[src/rtl/disp_scan_4dig.sv]
// rtl/disp_scan_4dig.sv - four-digit time-multiplexed scanner with blanking gap and frame-coherent double buffer
// Optional: DISP_SCAN_LEADING_ZERO_BLANK_EN suppresses leading-zero digits 3..1.
module disp_scan_4dig #(
    parameter int SCAN_DIV  = 50000,
    parameter int BLANK_CYC = 500,
    parameter int CNT_W     = 16
) (
    input  logic       clk,
    input  logic       rst_n,
    input  logic       wr_en,
    input  logic [1:0] wr_addr,
    input  logic [3:0] wr_data,
    output logic       D,
    output logic       C,
    output logic       B,
    output logic       A,
    output logic [3:0] dig_n,
    output logic       frame_tick
);

    generate
        if (SCAN_DIV <= BLANK_CYC || BLANK_CYC == 0 ||
            longint'(SCAN_DIV) >= (longint'(1) << CNT_W)) begin : g_bad_params
            $error("disp_scan_4dig: illegal SCAN_DIV/BLANK_CYC/CNT_W combination");
        end
    endgenerate

    localparam logic [CNT_W-1:0] SLOT_LAST  = CNT_W'(SCAN_DIV - 1);
    localparam logic [CNT_W-1:0] BLANK_LAST = CNT_W'(BLANK_CYC - 1);

    typedef enum logic {ST_BLANK, ST_SHOW} state_t;

    state_t           state_q, state_d;
    logic [CNT_W-1:0] cnt_q, cnt_d;
    logic [1:0]       idx_q, idx_d;
    logic [3:0][3:0]  shadow_q, shadow_d;
    logic [3:0][3:0]  active_q, active_d;
    logic             dirty_q, dirty_d;
    logic [3:0]       dig_q, dig_d;
    logic [3:0]       dcba_q, dcba_d;
    logic             tick_q, tick_d;
    logic             lz_blank;

    always_comb begin
        state_d  = state_q;
        cnt_d    = cnt_q + CNT_W'(1);
        idx_d    = idx_q;
        shadow_d = shadow_q;
        active_d = active_q;
        dirty_d  = dirty_q;
        tick_d   = 1'b0;

        if (state_q == ST_BLANK) begin
            if (cnt_q == BLANK_LAST) state_d = ST_SHOW;
        end else if (cnt_q == SLOT_LAST) begin
            cnt_d   = '0;
            idx_d   = idx_q + 2'd1;
            state_d = ST_BLANK;
            if (idx_q == 2'd3) begin
                tick_d = 1'b1;
                // Copy uses the pre-write shadow; a colliding write re-arms dirty below.
                if (dirty_q) begin
                    active_d = shadow_q;
                    dirty_d  = 1'b0;
                end
            end
        end

        if (wr_en) begin
            shadow_d[wr_addr] = wr_data;
            dirty_d           = 1'b1;
        end
    end

    // Outputs are registered from next-state values so they line up with state.
    always_comb begin
        lz_blank = 1'b0;
`ifdef DISP_SCAN_LEADING_ZERO_BLANK_EN
        case (idx_d)
            2'd3:    lz_blank = (active_d[3] == 4'd0);
            2'd2:    lz_blank = (active_d[3] == 4'd0) && (active_d[2] == 4'd0);
            2'd1:    lz_blank = (active_d[3] == 4'd0) && (active_d[2] == 4'd0) &&
                                (active_d[1] == 4'd0);
            default: lz_blank = 1'b0;
        endcase
`endif
        dig_d = 4'hF;
        if (state_d == ST_SHOW && !lz_blank) dig_d[idx_d] = 1'b0;
        dcba_d = active_d[idx_d];
    end

    always_ff @(posedge clk or negedge rst_n) begin
        if (!rst_n) begin
            state_q  <= ST_BLANK;
            cnt_q    <= '0;
            idx_q    <= 2'd0;
            shadow_q <= '0;
            active_q <= '0;
            dirty_q  <= 1'b0;
            dig_q    <= 4'hF;
            dcba_q   <= 4'd0;
            tick_q   <= 1'b0;
        end else begin
            state_q  <= state_d;
            cnt_q    <= cnt_d;
            idx_q    <= idx_d;
            shadow_q <= shadow_d;
            active_q <= active_d;
            dirty_q  <= dirty_d;
            dig_q    <= dig_d;
            dcba_q   <= dcba_d;
            tick_q   <= tick_d;
        end
    end

    assign {D, C, B, A} = dcba_q;
    assign dig_n        = dig_q;
    assign frame_tick   = tick_q;

endmodule
[config.mk]
export PLATFORM = sky130hd
export DESIGN_NAME = disp_scan_4dig
export DESIGN_NICKNAME = d
export VERILOG_FILES = /design/src/rtl/disp_scan_4dig.sv
export SDC_FILE = /design/constraint.sdc
export NUM_CORES = 1
export LEC_CHECK = 0
export CORE_MARGIN = 2
export CORE_UTILIZATION = 25
export CTS_BUF_LIST = sky130_fd_sc_hd__clkbuf_4
export CTS_CLUSTER_DIAMETER = 200
export DETAILED_ROUTE_END_ITERATION = 10
export PLACE_DENSITY = 0.49
export SLEW_MARGIN = 25
export SYNTH_ARGS = -nofsm -noshare
export SYNTH_HDL_FRONTEND = slang
export SYNTH_SLANG_ARGS = --single-unit
[constraint.sdc]
create_clock -name clk -period 3.4 [get_ports clk]
set_clock_uncertainty 0.15 [all_clocks]
set_input_delay 0.68 -clock clk [delete_from_list [all_inputs] [get_ports clk]]
set_output_delay 0.68 -clock clk [all_outputs]
set_load 0.005 [all_outputs]
==> flow_summary.toml, run 1 <==
[grt]
grtUsageMet2_pct = 16.5
grt_pass1_wl_um = 9980
grt_max_degree = 44
gr-usage-all-layers_pct = 10.4
grt_overflow_total = 0
grt_pass1_vias = 1917
grtUsageMet1_pct = 13.3
grt_busiest_layer = "met2"
antenna_found_initial = 0
grtUsageMet3_pct = 3.51

[sta]
clock.fmax_ghz = 0.441
fin_crit_sh_pct = 66.7
worst_pin_slew_ns = 0.762
rsz0062_at_grt = "false"
drv_slew = 0
setup-violations-final = 0
relSlewSlack_pct = 49.2
setup_ws_ns = 1.13
final-hold-violation-count = 0
fin_crit_ns = 2.27
tns_ns = 0

[place]
io_buffers = 17
dp_slack_ns = 1.00
dp_hpwl_um = 4170
dpl.cell_count = 390
placed_area_mm2 = 0.00313
gp_congestion = 0.774

[cells_and_area]
antenna_cells = 0
fin_cells = 404
final_area_mm2 = 0.00325
syn_to_final_growth_pct = 14.6
drive_gt1_share_pct = 18.2
seq_area_mm2 = 0.00153
n_fill_cell = 1151
multi_input_area_mm2 = 0.00121
finalCoreUtilization_pct = 29.7
nets = 272

[job]
cap_viol_max_count = 0

[clock_network]
cts_hold_buf = 0
cts_setup_buffers = 0
clock_sinks = 61
path_clk_slew_ns = 0.09
insertion_delay_ns = 0.39
cts_resized = 0
tritoncts = "yes"
cts-root-buf = "clkbuf_4"
numCtsBuffers = 9
clk_path_buf_depth = 2
cts.htree.levels = 3

[worst_setup_path]
max_stage_delay_ns = 0.54
critical_path_depth = 1
r2r_slack_ns = 1.14
cp_num_buf_inv = 1
arrival_ns = 1.44
path_class = "reg -> out"
r2r_cells = 6
slowest_stage = "dfstp_2"
required_ns = 2.57
start_kind = "register"
end_kind = "output port"
path_delay_family = "flip-flops"
cp_max_fo = 1
path_cells = "clkdlybuf4s50_1"

[synthesis]
synthTopCellsByArea = "dfrtp_1, mux2_2, a21boi_1, and3_1, dfstp_2"
syn_inst = 238
synth_seq_cells = 61
synth.distinct_cells = 41
synth_area_mm2 = 0.00283
syn-num-nets = 249
seq_area_frac_synth_pct = 54.1
synth_edf_count = 0
ys.flop_type = "dfrtp_1"
syn_avg_cell_area_um2 = 11.9
synth_top_area_share_pct = 50.4
ys_warn_count = 0
yosysTopAreaCell = "dfrtp_1"
async_flop_share_pct = 100

[detailed_routing]
routed_wl_um = 5920
avgRoutedWirePerCell_um = 14.7
ant_nets = 0
firstDrtPassIters = 4
vias = 1864
drtIter0Drc = 53
viasPerCell = 4.61
drc_errors = 0

[floorplanning]
io_pins = 18
die_y_um = 110
initial_core_util_pct = 25.9
die_area_mm2 = 0.0122
core_mm2 = 0.0109
fp-row-count = 38
dieWidth_um = 110

[power_and_ir_drop]
power_leakage_uw = 0.00149
ir_drop_uv = 202
cellPowerDensity_mw_per_mm2 = 402

[min_path]
hp-class = "in -> async"

[run_status]
status = "complete, no violations"
layer usage:
metal / vias up / routed length, um
li1: 914 / -
met1: 917 / 2710
met2: 25 / 2930
met3: 8 / 204
met4: 0 / 84
met5: - / 0
metrics by stage:
stage                     power, uW  hold slack [ns]
final                          1310            0.199
after detailed placement        865            0.309
after CTS                      1330            0.219
after global placement          862            0.318
after global routing           1370            0.230
after floorplan                 822            0.234
report_power, final:
part           internal, uW  switching (uW)
Clock                   218             241
Combinational          38.1            29.1
Sequential              761            18.6
cells by family after synthesis:
logic type / count (synthesis) / synth area share [%]
AOI/OAI and AO/OA: 38 / 9.19
xor gates and xnor gates: 15 / 4.64
adders and majority gates: 2 / 0.883
buffers and inverters: 13 / 3.09
DFF: 61 / 54.1
muxes: 17 / 6.76
and+or+nand+nor: 92 / 21.4
cell usage after synthesis, drive strengths merged, types with 3 or more instances:
cell type  count
nand2          8
buf            6
dfrtp         57
nor2          14
xnor2          6
nand4          6
nor3           3
or2           16
dfstp          4
a21boi        16
o21ai          4
nor4           7
o22ai         16
and3          18
nand3          8
clkbuf         3
inv            3
nor3b          3
mux2          17
xor2           9
sequential cells by signal (all words and copies together), names as in the netlist:
name and count:
cnt_q 16, idx_q 2, dig_n 4, dirty_q 1, dcba_q 4, active_q 16
frame_tick 1, state_q 1, shadow_q 16
final cells by class:
type | instances | share of cell area [%]
clock inverters | 4 | 1.27
flip-flops and latches | 61 | 47.2
multi-input cells | 164 | 37.4
repair buffers | 21 | 6.01
inverters | 4 | 0.462
well taps | 140 | 5.39
clock buffers | 10 | 2.31
placed cells by master (no fill, tap or decap), drive strengths merged, types with 2 or more instances in the layout:
cell type	n
dfrtp	57
and3	18
mux2	17
or2	16
o22ai	16
clkdlybuf4s50	16
a21boi	16
nor2	14
clkbuf	10
xor2	9
nand2	8
nand3	8
nor4	7
xnor2	6
nand4	6
buf	5
clkinv	4
o21ai	4
dfstp	4
inv	3
nor3b	3
nor3	3
and4	2
nand3b	2
ha	2
final timing paths:
path | start | to
setup / recovery | dig_n[0] | dig_n[0]
setup reg to reg | cnt_q[0] | dcba_q[2]
hold reg to reg | dirty_q | dirty_q
max in group asynchronous | rst_n | active_q[5]
hold / removal | rst_n | cnt_q[11]
min in group clk | dirty_q | dirty_q
(Power assumes the default switching activity.)
==> run 2: changes to the inputs <==
==> constraint.sdc (replaced) <==
create_clock -name clk -period 2.3 [get_ports clk]
set_clock_uncertainty 0.15 [all_clocks]
set_input_delay 0.46 -clock clk [delete_from_list [all_inputs] [get_ports clk]]
set_output_delay 0.46 -clock clk [all_outputs]
set_load 0.005 [all_outputs]
==> flow_summary.toml, run 2 (synthesized netlist as in run 1, its figures left out) <==
[sta]
setup-violations-final = 0
fin_crit_ns = 2.22
final-hold-violation-count = 0
worst_pin_slew_ns = 0.583
clock.fmax_ghz = 0.451
drv_slew = 0
fin_crit_sh_pct = 96.4
relSlewSlack_pct = 60.8

[detailed_routing]
vias = 1918
avgRoutedWirePerCell_um = 14.7
firstDrtPassIters = 4
drtIter0Drc = 80
viasPerCell = 4.59
ant_nets = 0
drc_errors = 0
routed_wl_um = 6140

[run_status]
status = "complete, no violations"

[worst_setup_path]
end_kind = "register"
critical_path_depth = 8
slowest_stage = "dfrtp_1"
cp_max_fo = 34
path_class = "reg -> reg"
start_kind = "register"
required_ns = 2.46
path_delay_family = "simple AND/OR/NAND/NOR gates"
r2r_cells = 8
cp_num_buf_inv = 2
path_cells = "ha_1 > and4b_1 > and4_1 > buf_12 > buf_4 > and3_1 > o22ai_1 > nand4_1"
max_stage_delay_ns = 0.43
arrival_ns = 2.38

[grt]
antenna_found_initial = 0
grt_pass1_wl_um = 10500
grt_max_degree = 35
gr-usage-all-layers_pct = 10.9
grt_overflow_total = 0
grt_pass1_vias = 2014

[power_and_ir_drop]
cellPowerDensity_mw_per_mm2 = 621
ir_drop_uv = 290
power_leakage_uw = 0.00158
finalPower_uw = 2140

[clock_network]
clock_sinks = 61
clk_path_buf_depth = 2
insertion_delay_ns = 0.42
tritoncts = "yes"
cts_setup_buffers = 0
path_clk_slew_ns = 0.11
cts-root-buf = "clkbuf_4"
numCtsBuffers = 9
cts.htree.levels = 3

[place]
placed_area_mm2 = 0.00325
dpl.cell_count = 401
dp_hpwl_um = 4280
io_buffers = 17
gp_congestion = 0.739

[cells_and_area]
finalCoreUtilization_pct = 31.5
reg_top3 = "active_q x16, cnt_q x16, shadow_q x16"
final_area_mm2 = 0.00344
mostFrequentLayoutCell = "dfrtp_1"
layout_common_cells = "dfrtp_1, and3_1"
syn_to_final_growth_pct = 21.4
antenna_cells = 0
fin_cells = 418
nets = 284
drive_gt1_share_pct = 23.0

[floorplanning]
die_y_um = 110
die_area_mm2 = 0.0122
initial_core_util_pct = 25.9
dieWidth_um = 110
io_pins = 18
core_mm2 = 0.0109
fp-row-count = 38

[min_path]
hp-class = "reg -> reg"
whs_path_depth = 1

[job]
cap_viol_max_count = 0
## run 2: stage by stage
stage	setup slack (ns)	hold WS [ns]	setup TNS, ns
after detailed placement	0.0890	0.311	0
after CTS	0.0353	0.336	0
final	0.0832	0.331	0
after global routing	-0.00163	0.369	-0.00163
after global placement	0.120	0.307	0
after floorplan	0.376	0.0144	0
## run 2: worst register-to-register path, stage by stage, from the launching register on
cell and delay (ns):
dfrtp_1 0.43, ha_1 0.26, and4b_1 0.23, and4_1 0.22, buf_12 0.17, buf_4 0.20
and3_1 0.17, o22ai_1 0.15, nand4_1 0.12
## run 2: final cells by class
type / count / area, um2
repair buffers: 33 / 325
flip-flops and latches: 61 / 1530
clock inverters: 7 / 98.8
well taps: 140 / 175
inverters: 4 / 15.0
multi-input cells: 164 / 1230
fillers: 1116 / 7500
clock buffers: 9 / 67.6
## run 2: where the power goes
group | internal (uW) | switching (uW)
clock network | 445 | 434
registers | 1130 | 27.3
logic | 60.6 | 44.8
total | 1630 | 506
## run 2: path summary, 6_finish.rpt
path	startpoint	endpoint	slack, ns
worst max-delay path	cnt_q[0]	dcba_q[0]	0.08
worst max register to register	cnt_q[0]	dcba_q[0]	0.08
max in group asynchronous	rst_n	cnt_q[8]	1.01
worst min-delay path	dirty_q	dirty_q	0.33
worst min register to register	dirty_q	dirty_q	0.33
min in group asynchronous	rst_n	idx_q[1]	0.40
## run 2: metal layers
layer  vias up  track usage [%]  wire length, um
li1        930                -                -
met1       951             14.3             2950
met2        26             16.5             2880
met3        11             4.06              207
met4         0             3.67              101
met5         -                0                0
## run 2: timing repair
action	in CTS	in global routing
resized for setup	0	2
hold buffers	1	0
hold endpoints to repair	16	0
setup endpoints to repair	0	4
==> run 3: changes to the inputs <==
--- a/config.mk
+++ b/config.mk
@@ -5,7 +5,7 @@
 export SDC_FILE = /design/constraint.sdc
 export NUM_CORES = 1
 export LEC_CHECK = 0
-export CORE_MARGIN = 2
+export CORE_MARGIN = 1
 export CORE_UTILIZATION = 25
 export CTS_BUF_LIST = sky130_fd_sc_hd__clkbuf_4
 export CTS_CLUSTER_DIAMETER = 200
==> flow_summary.toml, run 3 (synthesized netlist as in run 1, its figures left out) <==
[grt]
grt_pass1_vias = 1975
grt_max_degree = 40
antenna_found_initial = 0
gr-usage-all-layers_pct = 11.6
grt_pass1_wl_um = 10300
grt_overflow_total = 0

[min_path]
hold_end = "dirty_q"
hp-class = "reg -> reg"
whs_path_depth = 1
hold_start = "dirty_q"

[place]
io_buffers = 17
dp_slack_ns = 0.101
dp_hpwl_um = 4210
gp_congestion = 0.748
placed_area_mm2 = 0.00327

[detailed_routing]
firstDrtPassIters = 4
viasPerCell = 4.57
drc_errors = 0
ant_nets = 0
drtIter0Drc = 66
vias = 1926
avgRoutedWirePerCell_um = 14.7
routed_wl_um = 6200

[clock_network]
tritoncts = "yes"
cts.htree.levels = 3
clock_sinks = 61
insertion_delay_ns = 0.42
clk_path_buf_depth = 2
path_clk_slew_ns = 0.11
cts-root-buf = "clkbuf_4"
numCtsBuffers = 9

[worst_setup_path]
r2r_cells = 8
cp_num_buf_inv = 2
path_cells = "ha_2 > and4b_1 > and4_4 > buf_12 > nor3_2 > buf_4 > o22ai_1 > nand4_1"
arrival_ns = 2.28
path_class = "reg -> reg"
slowest_stage = "dfrtp_1"
path_delay_family = "simple AND/OR/NAND/NOR gates"
r2r_end = "dcba_q[2]"
regToRegStartpoint = "cnt_q[0]"
max_stage_delay_ns = 0.42
cp_max_fo = 20
start_kind = "register"
required_ns = 2.44
end_kind = "register"
r2r_slack_ns = 0.16

[cells_and_area]
drive_gt1_share_pct = 24.6
mostFrequentLayoutCell = "dfrtp_1"
layout_common_cells = "dfrtp_1, and3_1"
antenna_cells = 0
syn_to_final_growth_pct = 23.7
final_area_mm2 = 0.00350
reg_top3 = "active_q x16, cnt_q x16, shadow_q x16"
nets = 287

[floorplanning]
die_area_mm2 = 0.0118
initial_core_util_pct = 25.9
dieWidth_um = 108
fp-row-count = 38
die_y_um = 108
core_mm2 = 0.0109
io_pins = 18

[run_status]
status = "complete, no violations"

[sta]
clock.fmax_ghz = 0.467
relSlewSlack_pct = 64.7
fin_crit_ns = 2.14
drv_slew = 0
final-hold-violation-count = 0
worst_pin_slew_ns = 0.524
setup_ws_ns = 0.157
rsz0062_at_grt = "false"
setup-violations-final = 0
tns_ns = 0
fin_crit_sh_pct = 93.2

[job]
cap_viol_max_count = 0

[power_and_ir_drop]
cellPowerDensity_mw_per_mm2 = 635
power_leakage_uw = 0.00161
finalPower_uw = 2230
ir_drop_uv = 401
run 3: final cells by class:
cell class              count  area, um2
well taps                 140        175
fillers                  1149       7430
repair buffers             36        365
multi-input cells         164       1230
inverters                   4       15.0
clock inverters             6        111
clock buffers              10       75.1
flip-flops and latches     61       1530
run 3: worst max-delay path by stage:
| stage | startpoint | endpoint | slack [ns] | cells past startpoint |
|---|---|---|---|---|
| after floorplan | cnt_q[0] | dcba_q[2] | 0.38 | 8 |
| after global placement | cnt_q[0] | dcba_q[1] | 0.1 | 7 |
| after detailed placement | cnt_q[0] | dcba_q[3] | 0.10 | 7 |
| after CTS | cnt_q[0] | dcba_q[1] | 0.07 | 7 |
| after global routing | cnt_q[0] | dcba_q[2] | 0.02 | 8 |
| final | cnt_q[0] | dcba_q[2] | 0.16 | 8 |
run 3: power breakdown:
part | internal [uW] | switching (uW) | total (uW)
clock network | 562 | 408 | 970
registers | 1130 | 25.5 | 1150
logic | 60.7 | 43.7 | 104
total | 1750 | 477 | 2230
run 3: through the flow:
step           instances  util (%)  hold WS (ns)
2_1_floorplan        238         -        0.0144
5_1_grt              421      32.0         0.377
3_5_place_dp         403      29.9         0.308
4_1_cts              420      31.7         0.335
6_report             421      32.0         0.327
3_3_place_gp         403      29.9         0.304
run 3: routing by layer:
| layer | wire length [um] | part of all wire, % | track usage (%) |
|---|---|---|---|
| met1 | 3010 | 49 | 15.4 |
| met2 | 2920 | 47 | 18.1 |
| met3 | 181 | 2.9 | 3.44 |
| met4 | 90 | 1.5 | 3.86 |
| met5 | 0 | 0 | 0 |
run 3: what timing repair did:
item	CTS	global route
resized for setup	0	5
hold endpoints to repair	17	0
setup endpoints to repair	0	4
hold buffers	1	0
setup buffers	0	0
==> RTL edit 1 (config.mk and constraints of run 2) <==
Add a define of `DISP_SCAN_LEADING_ZERO_BLANK_EN`.
--- a/src/rtl/disp_scan_4dig.sv
+++ b/src/rtl/disp_scan_4dig.sv
@@ -2,2 +2,4 @@
 // Optional: DISP_SCAN_LEADING_ZERO_BLANK_EN suppresses leading-zero digits 3..1.
+`define DISP_SCAN_LEADING_ZERO_BLANK_EN
+
 module disp_scan_4dig #(
Function: same outputs for any inputs over 10 cycles, from zero or initial values and one cycle with rst_n low; that may be too few to reach the edited logic, so the function may still have changed.
==> RTL edit 1 against run 2 <==
The flow now finishes with violations (negative setup slack). Setup slack worse by 420 ps. Wire length up 3.3%. Count of clock-buffer cells in the layout unchanged. Die area down 5.3%. Final area up 7.7%. Power down 8.4%. Sequential cell count unchanged. Synthesized area down 5.5%. Largest power group unchanged. Highest routed layer unchanged.
==> RTL edit 1: results (changes against run 2) <==
metric,value,unit,change
met3 WL post-DR,213,um,was 207 um
Cells after Synth,217,,was 238
largest net degree at the start of global routing,22,,was 35
setup violators final,16,,was 0
worst reg2reg startpoint,cnt_q[7],,was cnt_q[0]
Post-Place Cells,409,,was 401
Lkg Pwr,1.71,nW,was 1.58 nW
switching share of total power,0.276,,was 0.237
worst reg2reg path endpoint,dcba_q[3],,was dcba_q[0]
"top cells by area, synth","dfrtp_1 53%, mux2_2 11%, mux2i_1 4.1%, dfstp_2 3.9%, xnor2_1 2.6%",,"was dfrtp_1 50%, mux2_2 6.4%, a21boi_1 4.0%, and3_1 4.0%, dfstp_2 3.7%"
instance area at placement,3350,um2,was 3250 um2
sequential cell area share,0.413,,was 0.445
GR Util All Layers,0.121,,was 0.109
DR WL met2,2.83,mm,was 2.88 mm
nets,300,,was 284
CP arrival,2790,ps,was 2380 ps
Post-Route WL,6.34,mm,was 6.14 mm
layout cells sized above 1,0.418,,was 0.230
gpl congestion,0.809,,was 0.739
status,"finished, violations left",,"was complete, no violations"
initial DRC count,89,,was 80
met3 Usage GRT,0.0327,,was 0.0406
Slew @ Worst Pin,527,ps,was 583 ps
met1 usage,0.169,,was 0.143
Final clock-cell share,0.0321,,was 0.0484
Hold Crit Start,active_q[1],,was dirty_q
area of the multi-input gates,1270,um2,was 1230 um2
Final WS setup,-337,ps,was 83.2 ps
failing checks,negative setup slack,,
non-clk buf share,0.156,,was 0.0946
## RTL edit 1: cell types whose count changed in the layout (fill, tap and decap cells not counted), sizes merged, moves of 4 or more
cell / run 2 / this run
or2: 16 / 0
a21boi: 16 / 0
nand3: 8 / 12
o221ai: 0 / 4
nand4: 6 / 1
mux2: 17 / 28
mux2i: 0 / 11
buf: 16 / 49
o22ai: 16 / 0
and3: 18 / 3
inv: 4 / 11
## RTL edit 1: cell families after synthesis
group	share of synthesized area
adders and majority gates	0.00935
AOI/OAI and AO/OA	0.0421
buffers and inverters	0.0290
muxes	0.160
xor gates and xnor gates	0.0491
DFF	0.572
and+or+nand+nor	0.138
## RTL edit 1: power groups by stage
stage                     sequential (mW)  clock (mW)  combinational [mW]
after CTS                            1.18       0.684               0.118
after global placement               1.20           0               0.112
final                                1.18       0.658               0.115
after detailed placement             1.20           0               0.114
after floorplan                      1.17           0              0.0594
after global routing                 1.19       0.742               0.129
==> RTL edit 2 (flow settings as in run 2) <==
Without the edit above. Put a register stage on the output `B`, without a reset. The value now appears one clock later. The other outputs are not delayed to match.
--- a/src/rtl/disp_scan_4dig.sv
+++ b/src/rtl/disp_scan_4dig.sv
@@ -19,2 +19,4 @@
 );
+
+    logic B_d;
 
@@ -115,3 +117,3 @@
 
-    assign {D, C, B, A} = dcba_q;
+    assign {D, C, B_d, A} = dcba_q;
     assign dig_n        = dig_q;
@@ -119,2 +121,6 @@
 
+    always_ff @(posedge clk) begin
+        B <= B_d;
+    end
+
 endmodule
Check against the original RTL: same outputs for any inputs over 10 cycles, from zero or initial values and one cycle with rst_n low; that may be too few to reach the edited logic, so the function may still have changed.
==> RTL edit 2 against run 2 <==
Synthesized area grew 0.71%. Clock power fell by 14%. Final area fell by 0.15%. Sequential cell count rose by 1. Global-route usage grew 0.052 points. Sequential share of layout area is 0.65 points higher. Setup slack improved by 94 ps. Power shrank 5.2%. Largest power group unchanged. Wire length shrank 0.68%.
==> RTL edit 2: results (changes against run 2) <==
metric,value,unit,change
nets,281,,was 284
met3 Usage GRT,0.0399,,was 0.0406
mux cell area share after synthesis,0.0671,,was 0.0676
worst reg2reg path endpoint,dcba_q[2],,was dcba_q[0]
worst setup path start,cnt_q[1],,was cnt_q[0]
peak supply drop,0.000260,V,was 0.000290 V
Crit Path Max Fanout,14,,was 34
combinational power share,0.052,,was 0.049
largest net degree at the start of global routing,39,,was 35
Hold Crit Start,dcba_q[1],,was dirty_q
gpl congestion,0.803,,was 0.739
Power Clock,0.752,mW,was 0.879 mW
Compound-Gate Fraction of Synth Area,0.0912,,was 0.0919
sequential power share,0.577,,was 0.539
GR Util All Layers,0.109,,about the same
switching pwr,0.482,mW,was 0.506 mW
# fillers,1169,,was 1116
"top cells by area, synth","dfrtp_1 50%, mux2_2 6.3%, a21boi_1 3.9%, and3_1 3.9%, dfstp_2 3.7%",,"was dfrtp_1 50%, mux2_2 6.4%, a21boi_1 4.0%, and3_1 4.0%, dfstp_2 3.7%"
initial DRC count,71,,was 80
CP peak stage delay,400,ps,was 430 ps
Post-DP HPWL,4.39,mm,was 4.28 mm
first-pass GRT wire length,10.4,mm,was 10.5 mm
reg2reg path depth,7,,was 8
number of global-route vias before repair,1972,,was 2014
Synthesized Nets,250,,was 249
met1 usage,0.143,,about the same
register area share after synthesis,0.544,,was 0.541
Hold WS,231,ps,was 331 ps
post-synth cell types,42,,was 41
Post-Route WL,6.09,mm,was 6.14 mm
Post-Synth XOR/XNOR Area,0.0461,,was 0.0464
adder-cell area share of the yosys netlist,0.00877,,was 0.00883
Synth async-reset ratio,0.984,,was 1.00
worst hold path endpoint,B,,was dirty_q
status,"complete, no violations",,unchanged
layout cells sized above 1,0.222,,was 0.230
met2 Resource Use GR,0.166,,was 0.165
-- RTL edit 2: timing repair --
action,CTS,global route
hold buffers,1,0
endpoints found under the hold margin,13,0
endpoints found under the setup margin,0,3
resized for setup,0,6
-- RTL edit 2: cell type report --
class / count / area [um2] / area share
clock buffer: 10 / 75.1 / 0.0219
multi-input combinational: 164 / 1260 / 0.366
timing repair buffer: 29 / 295 / 0.0860
clock inverter: 6 / 61.3 / 0.0179
sequential: 62 / 1550 / 0.452
tap: 143 / 179 / 0.0521
inverter: 4 / 15.0 / 0.00437
-- RTL edit 2: routing by layer --
metal	up-vias	part of all wire
met1	943	0.47
met2	30	0.48
met4	0	0.012
met3	8	0.036
met5	-	0
li1	924	-
-- RTL edit 2: through the flow --
step,cell area [um2],instances,setup WS (ps)
2_1_floorplan,2850,239,376
3_3_place_gp,3240,401,210
3_5_place_dp,3240,401,181
4_1_cts,3390,418,132
5_1_grt,3430,418,14.0
6_report,3430,418,177
